==> config.mk <==
export PLATFORM = sky130hd
export DESIGN_NAME = alu_writeback
export DESIGN_NICKNAME = d
export VERILOG_FILES = /design/src/rtl/alu_writeback.sv
export SDC_FILE = /design/constraint.sdc
export NUM_CORES = 1
export LEC_CHECK = 0
export BUFFER_PORTS_ARGS = -buffer_cell sky130_fd_sc_hd__buf_4
export CAP_MARGIN = 5
export CORE_MARGIN = 2
export CORE_UTILIZATION = 35
export CTS_CLUSTER_DIAMETER = 100
export DETAILED_ROUTE_END_ITERATION = 8
export PLACE_DENSITY_LB_ADDON = 0.1
export SYNTH_ARGS = -nofsm -noshare
export SYNTH_HDL_FRONTEND = slang
export SYNTH_SLANG_ARGS = --single-unit
export TNS_END_PERCENT = 1
==> constraint.sdc <==
create_clock -name clk -period 8.1 [get_ports clk]
set_clock_uncertainty 0.05 [all_clocks]
set_input_delay 0 -clock clk [delete_from_list [all_inputs] [get_ports clk]]
set_output_delay 0 -clock clk [all_outputs]
set_load 0.005 [all_outputs]
==> src/rtl/alu_writeback.sv <==
// Writeback stage: commits memory load data (fixed priority) and ALU results to the
// register-file write port, queueing colliding ALU results in an in-order circular buffer.
module alu_writeback #(
  parameter int DATA_W = 32,
  parameter int ADDR_W = 5,
  parameter int DEPTH  = 2
) (
  input  logic                         clk,
  input  logic                         rst,
  input  logic                         alu_valid,
  output logic                         alu_ready,
  input  logic [DATA_W-1:0]            alu_data,
  input  logic [ADDR_W-1:0]            alu_rd,
  input  logic                         mem_valid,
  input  logic [DATA_W-1:0]            mem_data,
  input  logic [ADDR_W-1:0]            mem_rd,
  output logic                         rf_we,
  output logic [ADDR_W-1:0]            rf_waddr,
  output logic [DATA_W-1:0]            rf_wdata,
  output logic [$clog2(DEPTH):0]       pending
);

  localparam int PW = $clog2(DEPTH);
  localparam int CW = PW + 1;
  localparam logic [CW-1:0] FULL_CNT = CW'(DEPTH);

  typedef enum logic [1:0] {
    EMPTY   = 2'd0,
    PARTIAL = 2'd1,
    FULL    = 2'd2
  } q_state_t;

  q_state_t          q_state;
  logic [DATA_W-1:0] q_data [DEPTH];
  logic [ADDR_W-1:0] q_rd   [DEPTH];
  logic [PW-1:0]     wr_ptr;
  logic [PW-1:0]     rd_ptr;
  logic              accept_nz;
  logic              push;
  logic              pop;
  logic              we_next;
  logic [ADDR_W-1:0] waddr_next;
  logic [DATA_W-1:0] wdata_next;

  // Occupancy state derived from the pending count
  always_comb begin
    if (pending == {CW{1'b0}}) begin
      q_state = EMPTY;
    end else if (pending == FULL_CNT) begin
      q_state = FULL;
    end else begin
      q_state = PARTIAL;
    end
  end

  assign alu_ready = (q_state != FULL) && !rst;
  assign accept_nz = alu_valid && alu_ready && (alu_rd != {ADDR_W{1'b0}});

  // Write-port select: mem, then queue head, then bypass; unwritten ALU results are pushed
  always_comb begin
    we_next    = 1'b0;
    waddr_next = rf_waddr;
    wdata_next = rf_wdata;
    push       = 1'b0;
    pop        = 1'b0;
    case (q_state)
      EMPTY, PARTIAL, FULL: begin
        if (mem_valid) begin
          push = accept_nz;
          if (mem_rd != {ADDR_W{1'b0}}) begin
            we_next    = 1'b1;
            waddr_next = mem_rd;
            wdata_next = mem_data;
          end else begin
            we_next = 1'b0;
          end
        end else if (q_state != EMPTY) begin
          pop        = 1'b1;
          push       = accept_nz;
          we_next    = 1'b1;
          waddr_next = q_rd[rd_ptr];
          wdata_next = q_data[rd_ptr];
        end else if (accept_nz) begin
          we_next    = 1'b1;
          waddr_next = alu_rd;
          wdata_next = alu_data;
        end else begin
          we_next = 1'b0;
        end
      end
      default: begin
        we_next = 1'b0;
      end
    endcase
  end

  // Registered write port
  always_ff @(posedge clk or posedge rst) begin
    if (rst) begin
      rf_we    <= 1'b0;
      rf_waddr <= {ADDR_W{1'b0}};
      rf_wdata <= {DATA_W{1'b0}};
    end else begin
      rf_we    <= we_next;
      rf_waddr <= waddr_next;
      rf_wdata <= wdata_next;
    end
  end

  // Queue pointers and occupancy; reset discards any queued entries
  always_ff @(posedge clk or posedge rst) begin
    if (rst) begin
      wr_ptr  <= {PW{1'b0}};
      rd_ptr  <= {PW{1'b0}};
      pending <= {CW{1'b0}};
    end else begin
      if (push) begin
        wr_ptr <= wr_ptr + PW'(1);
      end
      if (pop) begin
        rd_ptr <= rd_ptr + PW'(1);
      end
      pending <= pending + CW'(push) - CW'(pop);
    end
  end

  // Queue storage, written only at the tail
  always_ff @(posedge clk) begin
    if (push) begin
      q_data[wr_ptr] <= alu_data;
      q_rd[wr_ptr]   <= alu_rd;
    end
  end

endmodule
## After elaboration in Yosys (flattened, before gate mapping)

Memories as Yosys holds them, arrays and structs flattened.
Index checks and enable logic that the tools add are counted.

| operators by class | value |
|---|---|
| add/subtract/negate cells | 4 |
| multipliers | 0 |
| divide/modulo/power cells | 0 |
| order comparisons | 0 |
| equality and inequality tests | 5 |
| shift-type cells | 0 |
| muxes and demuxes | 23 |
| bitwise gates (word level) | 0 |
| reductions and logical operators | 12 |

Operators by type and width:

| operator | count |
|---|---|
| 32-bit two-way mux | 4 |
| 5-bit two-way mux | 4 |
| 1-bit two-way mux | 13 |
| 5-bit nonzero test | 2 |
| 2-bit equality test, second input constant | 2 |
| 2-bit logical NOT | 2 |
| 2-bit two-way mux | 2 |
| 1-bit logical AND | 3 |
| 3-bit AND reduction | 1 |
| 3-bit nonzero test | 1 |
| 3-bit OR reduction | 1 |
| 1-bit adder, second input constant | 2 |
| 2-bit by 1-bit adder with 2-bit output | 1 |
| 2-bit by 1-bit equality test with 1-bit output, second input constant | 1 |
| 2-bit by 1-bit inequality test with 1-bit output, second input constant | 1 |
| 2-bit inequality test, second input constant | 1 |
| 2-bit nonzero test | 1 |
| 2-bit by 1-bit subtractor with 2-bit output | 1 |
| 1-bit logical NOT | 1 |

| storage, ports and cells | value |
|---|---|
| register bits after elaboration | 42 |
| bits in latches | 0 |
| bits in writable memories | 74 |
| memory bits (read-only) | 0 |
| output and inout port bits | 41 |
| logic and storage cells | 52 |
| memories kept | 2 |

Memories:

| name | words | bits a word | rd ports | clocked after memory_dff | wr ports | line | RTL |
|---|---|---|---|---|---|---|---|
| q_data | 2 | 32 | 1 | 0 | 1 | 34 | `logic [DATA_W-1:0] q_data [DEPTH];` |
| q_rd | 2 | 5 | 1 | 0 | 1 | 35 | `logic [ADDR_W-1:0] q_rd [DEPTH];` |

## Logic depth before layout (Yosys ltp)

Gate-level depths: netlist of run 1.

| logic depth | value |
|---|---|
| word-level depth | 12 |
| depth in mapped cells | 9 |
| mapped depth without buffers | 8 |

## Least setup slack after synthesis of run 1

No wires, ideal clock.

| path | value |
|---|---|
| path kind | input port to flip-flop |
| start | input rst |
| end | memory q_data[0][0], enable pin |
| library setup time | 431 ps |
| arrival | 3200 ps |
| required time | 7619 ps |
| path slack | 4418 ps |
| cell stages on the path | 5 |
| path buffers | 1 |
| cell sequence | inv_1 o2111ai_2 or2_2 clkbuf_1 nor2_1 |

| between the ends | value |
|---|---|
| word-level cells in the longest chain between the ends | 9 |

Ends and longest elaborated chain:

| what | line | RTL |
|---|---|---|
| from (decl) | 9 | `input logic rst,` |
| 1-bit logical NOT (no line) (*) | -- |  |
| 1-bit logical AND (*) | 56 | `assign alu_ready = (q_state != FULL) && !rst;` |
| 1-bit logical AND (*) (2 in a row) | 57 | `assign accept_nz = alu_valid && alu_ready && (alu_rd != {ADDR_W{1'b0}});` |
| 1-bit two-way mux | 77 | `end else if (q_state != EMPTY) begin` |
| 1-bit two-way mux (*) | 68 | `if (mem_valid) begin` |
| 1-bit two-way mux (*) | 66 | `case (q_state)` |
| 1-bit two-way mux (*) | 129 | `if (push) begin` |
| 1-bit two-way mux (implied by the code) (*) | 130 | `q_data[wr_ptr] <= alu_data;` |
| to (decl) | 34 |  |

Every way passes the cells marked *; elsewhere a longest branch is shown, timed or not.

## Worst setup path in the final report of run 1

| path | value |
|---|---|
| start | register pending[1] |
| end | memory q_data[1][31], enable pin |

| between the ends | value |
|---|---|
| word-level cells in the longest chain between the ends | 12 |

Ends and longest elaborated chain:

| what | line | RTL |
|---|---|---|
| from (decl) | 20 | `output logic [$clog2(DEPTH):0] pending` |
| from (signal assigned) | 115 | `pending <= {CW{1'b0}};` |
| from (signal assigned) | 123 | `pending <= pending + CW'(push) - CW'(pop);` |
| 2-bit equality test | 49 | `end else if (pending == FULL_CNT) begin` |
| 2-bit two-way mux | 49 |  |
| 2-bit two-way mux (*) | 47 | `if (pending == {CW{1'b0}}) begin` |
| 2-bit inequality test | 56 |  |
| 1-bit logical AND | 56 |  |
| 1-bit logical AND (2 in a row) | 57 |  |
| 1-bit two-way mux | 77 |  |
| 1-bit two-way mux | 68 |  |
| 1-bit two-way mux (*) | 66 |  |
| 1-bit two-way mux (*) | 129 |  |
| 1-bit two-way mux (implied by the code) (*) | 130 |  |

Marked as above.

==> impl_results.md, run 1 <==
- Post-CTS sizing: 0
- Cell accounting for the most synthesized area: edfxtp_1
- Initial Util: 0.3549
- H-tree levels: 4
- WL per Instance: 15.48 um
- Critical path class: reg -> reg
- Clk buf depth: 2
- Detailed Place HPWL: 7197 um
- N_diodes: 0
- Pint: 1.582 mW
- Worst-margin pin slew: 1.125 ns
- Period minus WS final: 3.086 ns
- Psw: 681.7 uW
- First-pass GRT wire length: 19,460 um
- CP max stage delay: 0.87 ns
- Area growth, synth to finish: 45.51%
- Most used DFF post-synth: edfxtp_1
- Worst-path cell chain: or2_2, nor2_1, or2_2, nor2_4
- Ys async rst share: 0.3621
- CP dominant cell by count: or2_2
- CP Launch Type: register
- Critical path's slowest cell: nor2_4
- Mapped Area: 5119 um^2
- Pwr Total: 2.263 mW
- Initial drt markers: 160
- Final Max Tran Viols: 0
- Synthesized area per cell: 13.12 um^2
- Total Nets Final: 657
- Die Ht: 124.9 um
- FF+latch count, synth: 116
- Max Cap Viol: 0
- Syn_nets: 470
- CP endpoint kind: register
- Register area share after synthesis: 0.6395
- Core area: 14,420 um^2
- CTS root buf: clkbuf_16
- Ranking of synthesized cells by area: edfxtp_1 (43%), dfrtp_1 (21%), mux2_4 (5.6%), a211oi_1 (5.4%), o31ai_1 (5.4%)
- Pwr/cell area: 303.9 nW/um^2
- Hold Crit Class: in -> async
- IO Port Bufs: 118
- Vias per inst: 4.726
- YS warnings: 0
- Layout cells sized above 1: 0.3277
- Vias: 3,653
- Setup tns final: 0 ns
- Clk slew on worst S/H paths: 0.05 ns
- Sequential Power Share: 0.383
- CP Data Required Time: 8.06 ns
- Highest clock rate: 0.3240 GHz
- Final period util: 0.3810
- Post-Syn Instances: 390
- Endpoints failing setup: 0
- Placed cell area: 6163 um^2
- Cell family with most CP delay: simple AND/OR/NAND/NOR gates
- RD Place Congestion: 0.7617
- Routed WL: 11,960 um
- Post-synth top cells: edfxtp_1 (74), dfrtp_1 (42), nor2_1 (42)
- CTS tree: done
- Vias in the first global route: 3,732
- Worst rel slew slack: 0.2480
- Residual DRC: 0
- Placed cells: 666
- Sink Count: 116
- Design area: 7448 um^2
- Fin. Hold Viols: 0
- FILL cells: 1,322
- Final non-filler cell total: 773
- Row cnt: 44
- Synth top area share: 0.4341
- Antenna violations before repair: 0
- Die width: 124.9 um
- Crit path DAT: 3.05 ns
- RSZ-0062 raised after global routing: no
- Combinational cell fraction of total power: 0.328
- Bufs and invs on worst path: 0
- Sw frac: 0.3012
- Outcome: complete, no violations
- Synth unique cells: 24
- Static Leakage: 3.031 nW
- Die ar.: 15,610 um^2
- Global Route Usage Sum: 0.1597
- DRT antenna net count: 0
- Ports: 119
- Count leader, synth: edfxtp_1
- Clock network power share: 0.289
- Number of flops mapped to enable cells by yosys: 74
- Largest net degree at the start of global routing: 78
- CTS buffer count: 17
- 1st-pass router iterations: 4
- Worst-Skew Late Latency: 0.40 ns
- Crit Path Max Fanout: 38
- GRT overflow: 0
- Max IR drop VDD: 0.0001446 V
[metal layers]
metal	wire, um	GRT usage
met3	436	0.03851
met4	132	0.06275
met5	0	0
met1	5475	0.2044
met2	5918	0.2636
[worst min-delay path, cell delays in order]
cell and delay (ns):
dlygate4sd3_1 0.54, buf_4 0.13, inv_2 0.03, buf_4 0.50
[state kept, by name, summed over array words and instances, names as in the netlist]
signal,cells
rf_waddr,5
wr_ptr,1
rd_ptr,1
q_rd,10
pending,2
q_data,64
rf_wdata,32
rf_we,1
[layout by cell type (no fill, tap or decap)]
cell type / instances
o31ai_1: 37
nor4_1: 1
inv_1: 3
buf_4: 121
clkinv_2: 5
a211oi_1: 37
or2_2: 2
clkinv_1: 1
or4_1: 1
nand2b_1: 1
nand2_1: 37
nor2_4: 3
edfxtp_1: 74
dlygate4sd3_1: 76
dfrtp_2: 1
o2111ai_2: 1
and2_1: 1
dfrtp_1: 41
xnor2_1: 3
nor2_1: 39
clkbuf_16: 17
mux2_4: 19
inv_2: 1
ha_1: 2
nor2b_1: 37
clkbuf_8: 4
mux2_2: 18
clkbuf_1: 4
xor2_1: 1
a32oi_4: 1
[power by group through the flow]
stage | sequential (mW) | combinational [mW] | clock (mW)
after floorplan | 0.857 | 0.450 | 0
after global placement | 0.875 | 0.719 | 0
after detailed placement | 0.877 | 0.730 | 0
after CTS | 0.869 | 0.760 | 0.672
after global routing | 0.887 | 0.821 | 0.699
final | 0.868 | 0.742 | 0.653
[stage by stage]
| step | setup WS [ns] | util | hold WS (ns) |
|---|---|---|---|
| floorplan | 4.419 | - | 0.04887 |
| CTS | 4.911 | 0.5164 | 0.2561 |
| finish | 5.014 | 0.5164 | 0.2751 |
| detailed placement | 4.910 | 0.4273 | 0.1494 |
| global route | 4.733 | 0.5164 | 0.2770 |
| global placement | 4.973 | 0.4273 | 0.1491 |
[final timing paths]
kind	cells past startpoint	endpoint	from	slack, ns
setup / recovery	4	q_data[1][31]	pending[1]	5.01
hold / removal	4	rf_wdata[11]	rst	0.28
setup reg to reg	4	q_data[1][31]	pending[1]	5.01
hold reg to reg	1	rf_wdata[29]	rf_wdata[29]	0.46
max in group asynchronous	4	rd_ptr	rst	7.27
min in group clk	2	q_data[0][3]	alu_data[3]	0.28
[cell families (layout without fill, tap and decap cells)]
family	count (synthesis)	count (layout)	synth area share
AO/OA/AOI/OAI	76	76	0.1132
XOR/XNOR	4	4	0.006846
AND/OR/NAND/NOR	122	122	0.1107
flip-flops	116	116	0.6395
adder cells (fa/ha/maj)	2	2	0.004888
multiplexers	37	37	0.09533
buffers and inverters	33	232	0.02958
[repair_timing]
item                                   4_1_cts  5_1_grt
setup buffers                                0        0
hold buffers                                76        0
endpoints found under the hold margin      154        0
[cell type report]
| cell class | instances | area (um^2) | share of cell area |
|---|---|---|---|
| inverter | 4 | 15.01 | 0.002016 |
| timing repair buffer | 197 | 1669 | 0.2241 |
| tap | 184 | 230.2 | 0.03091 |
| multi-input combinational | 241 | 1735 | 0.2330 |
| clock buffer | 25 | 495.5 | 0.06652 |
| clock inverter | 6 | 28.78 | 0.003864 |
| sequential | 116 | 3274 | 0.4396 |
(Power assumes the default switching activity.)
==> inputs of run 2 (changes only) <==
Clock period 8.1 ns to 2.8 ns, I/O delays scaled along.
==> run 2 against run 1 <==
  * Global-route usage grew 0.78 points
  * Combinational power grew to 3.0 times the previous value
  * Non-clock buffer count grew 9
==> impl_results.md, run 2 (synthesis results as in run 1) <==
- Outcome: complete, no violations
- Period minus WS final: 2.198 ns
- Crit path DAT: 2.48 ns
- Clk buf depth: 2
- Initial drt markers: 173
- N_diodes: 0
- Vias in the first global route: 3,865
- Post-CTS sizing: 0
- Fin Hold WS: 0.08137 ns
- Static Leakage: 3.105 nW
- Hold Crit Class: in -> reg
- Clk slew on worst S/H paths: 0.05 ns
- CP Launch Type: input port
- Final period util: 0.7851
- M1 GR Usage: 0.2128
- Worst-Skew Late Latency: 0.41 ns
- WL per Instance: 15.99 um
- Gr busiest metal: met2
- Core area: 14,420 um^2
- Die width: 124.9 um
- CP Data Required Time: 3.08 ns
- Largest net degree at the start of global routing: 59
- Critical path class: in -> reg
- FILL cells: 1,290
- Setup tns final: 0 ns
- Routed WL: 12,520 um
- Top flop regs: q_data x64, rf_wdata x32, q_rd x10
- Design area: 7586 um^2
- RSZ-0062 raised after global routing: no
- Post-layout util: 0.5259
- Placed cell area: 6238 um^2
- RD Place Congestion: 0.7406
- Top reg by flops: q_data
- Total Nets Final: 666
- Flip-flop count of the largest register after layout: 64
- Highest clock rate: 0.4549 GHz
- Antenna violations before repair: 0
- GRT overflow: 0
- Setup Buffers After CTS: 0
- First-pass GRT wire length: 20,270 um
- Ports: 119
- Detailed Place HPWL: 7535 um
- Global Route Usage Sum: 0.1675
- Place WS: 0.6780 ns
- Met2 usage: 0.2780
- Max IR drop VDD: 0.0004085 V
- Crit Path Max Fanout: 4
- Sink Count: 116
- Most common cell after layout, fill and taps aside: buf_4
- CP endpoint kind: register
- Pwr/cell area: 912.6 nW/um^2
- Die Ht: 124.9 um
- Met3 Usage GRT: 0.04279
- Vias: 3,745
- 1st-pass router iterations: 6
- Commonest cells after routing, fill and taps aside: buf_4 (131), dlygate4sd3_1 (75), edfxtp_1 (74)
- Worst-margin pin slew: 0.6311 ns
- IO Port Bufs: 118
- H-tree levels: 4
- CTS root buf: clkbuf_16
- Layout cells sized above 1: 0.3406
- Fin. Hold Viols: 0
- Die ar.: 15,610 um^2
- Placed cells: 676
- Pwr Total: 6.923 mW
- Max Cap Viol: 0
- Vias per inst: 4.783
- Initial Util: 0.3549
- CTS tree: done
- Row cnt: 44
- DRT antenna net count: 0
- Residual DRC: 0
- Area growth, synth to finish: 48.20%
- Endpoints failing setup: 0
- Final Max Tran Viols: 0
- Hold Buf Count CTS: 75
- Final worst slack: 0.6016 ns
- CTS buffer count: 17
- Worst rel slew slack: 0.5793
- Final non-filler cell total: 783
-- run 2: cell count changes in the layout (fill, tap and decap cells not counted), sizes merged --
cell / delta
buf: +10
clkbuf: -6
bufinv: +4
clkinv: +2
clkinvlp: +1
dlygate4sd3: -1
-- run 2: routing by layer --
layer / vias to the layer above / routed length [um] / part of all wire
li1: 1834 / - / -
met1: 1804 / 5751 / 0.46
met2: 91 / 6058 / 0.48
met3: 16 / 491 / 0.039
met4: 0 / 218 / 0.017
met5: - / 0 / 0
-- run 2: worst paths after layout --
kind | to | cells past startpoint | start | slack (ns)
max | pending[1] | 10 | alu_rd[1] | 0.60
min | rf_we | 4 | alu_valid | 0.08
max reg2reg | pending[1] | 8 | pending[0] | 0.67
min reg2reg | rf_wdata[30] | 1 | rf_wdata[30] | 0.46
max in group asynchronous | rd_ptr | 4 | rst | 1.90
min in group asynchronous | rf_wdata[12] | 4 | rst | 0.36
-- run 2: area by class of cell --
cell class              count  area (um^2)  share of cell area
clock inverters            13        163.9             0.02161
clock buffers              19        432.9             0.05707
repair buffers            206         1734              0.2286
well taps                 184        230.2             0.03035
inverters                   4        15.01            0.001979
multi-input cells         241         1735              0.2288
flip-flops and latches    116         3274              0.4316
-- run 2: critical path, cell delays in order --
cell and delay (ns):
dlygate4sd3_1 0.54, buf_4 0.15, or4_1 0.53, o2111ai_2 0.24
or2_2 0.25, ha_1 0.25, inv_1 0.07, ha_1 0.16
xnor2_1 0.14, xnor2_1 0.14
-- run 2: report_power, final --
group | switching [mW] | total (mW) | internal (mW)
clock | 0.730 | 2.20 | 1.47
combinational | 1.04 | 2.20 | 1.16
sequential | 0.272 | 2.53 | 2.26
total | 2.04 | 6.92 | 4.88
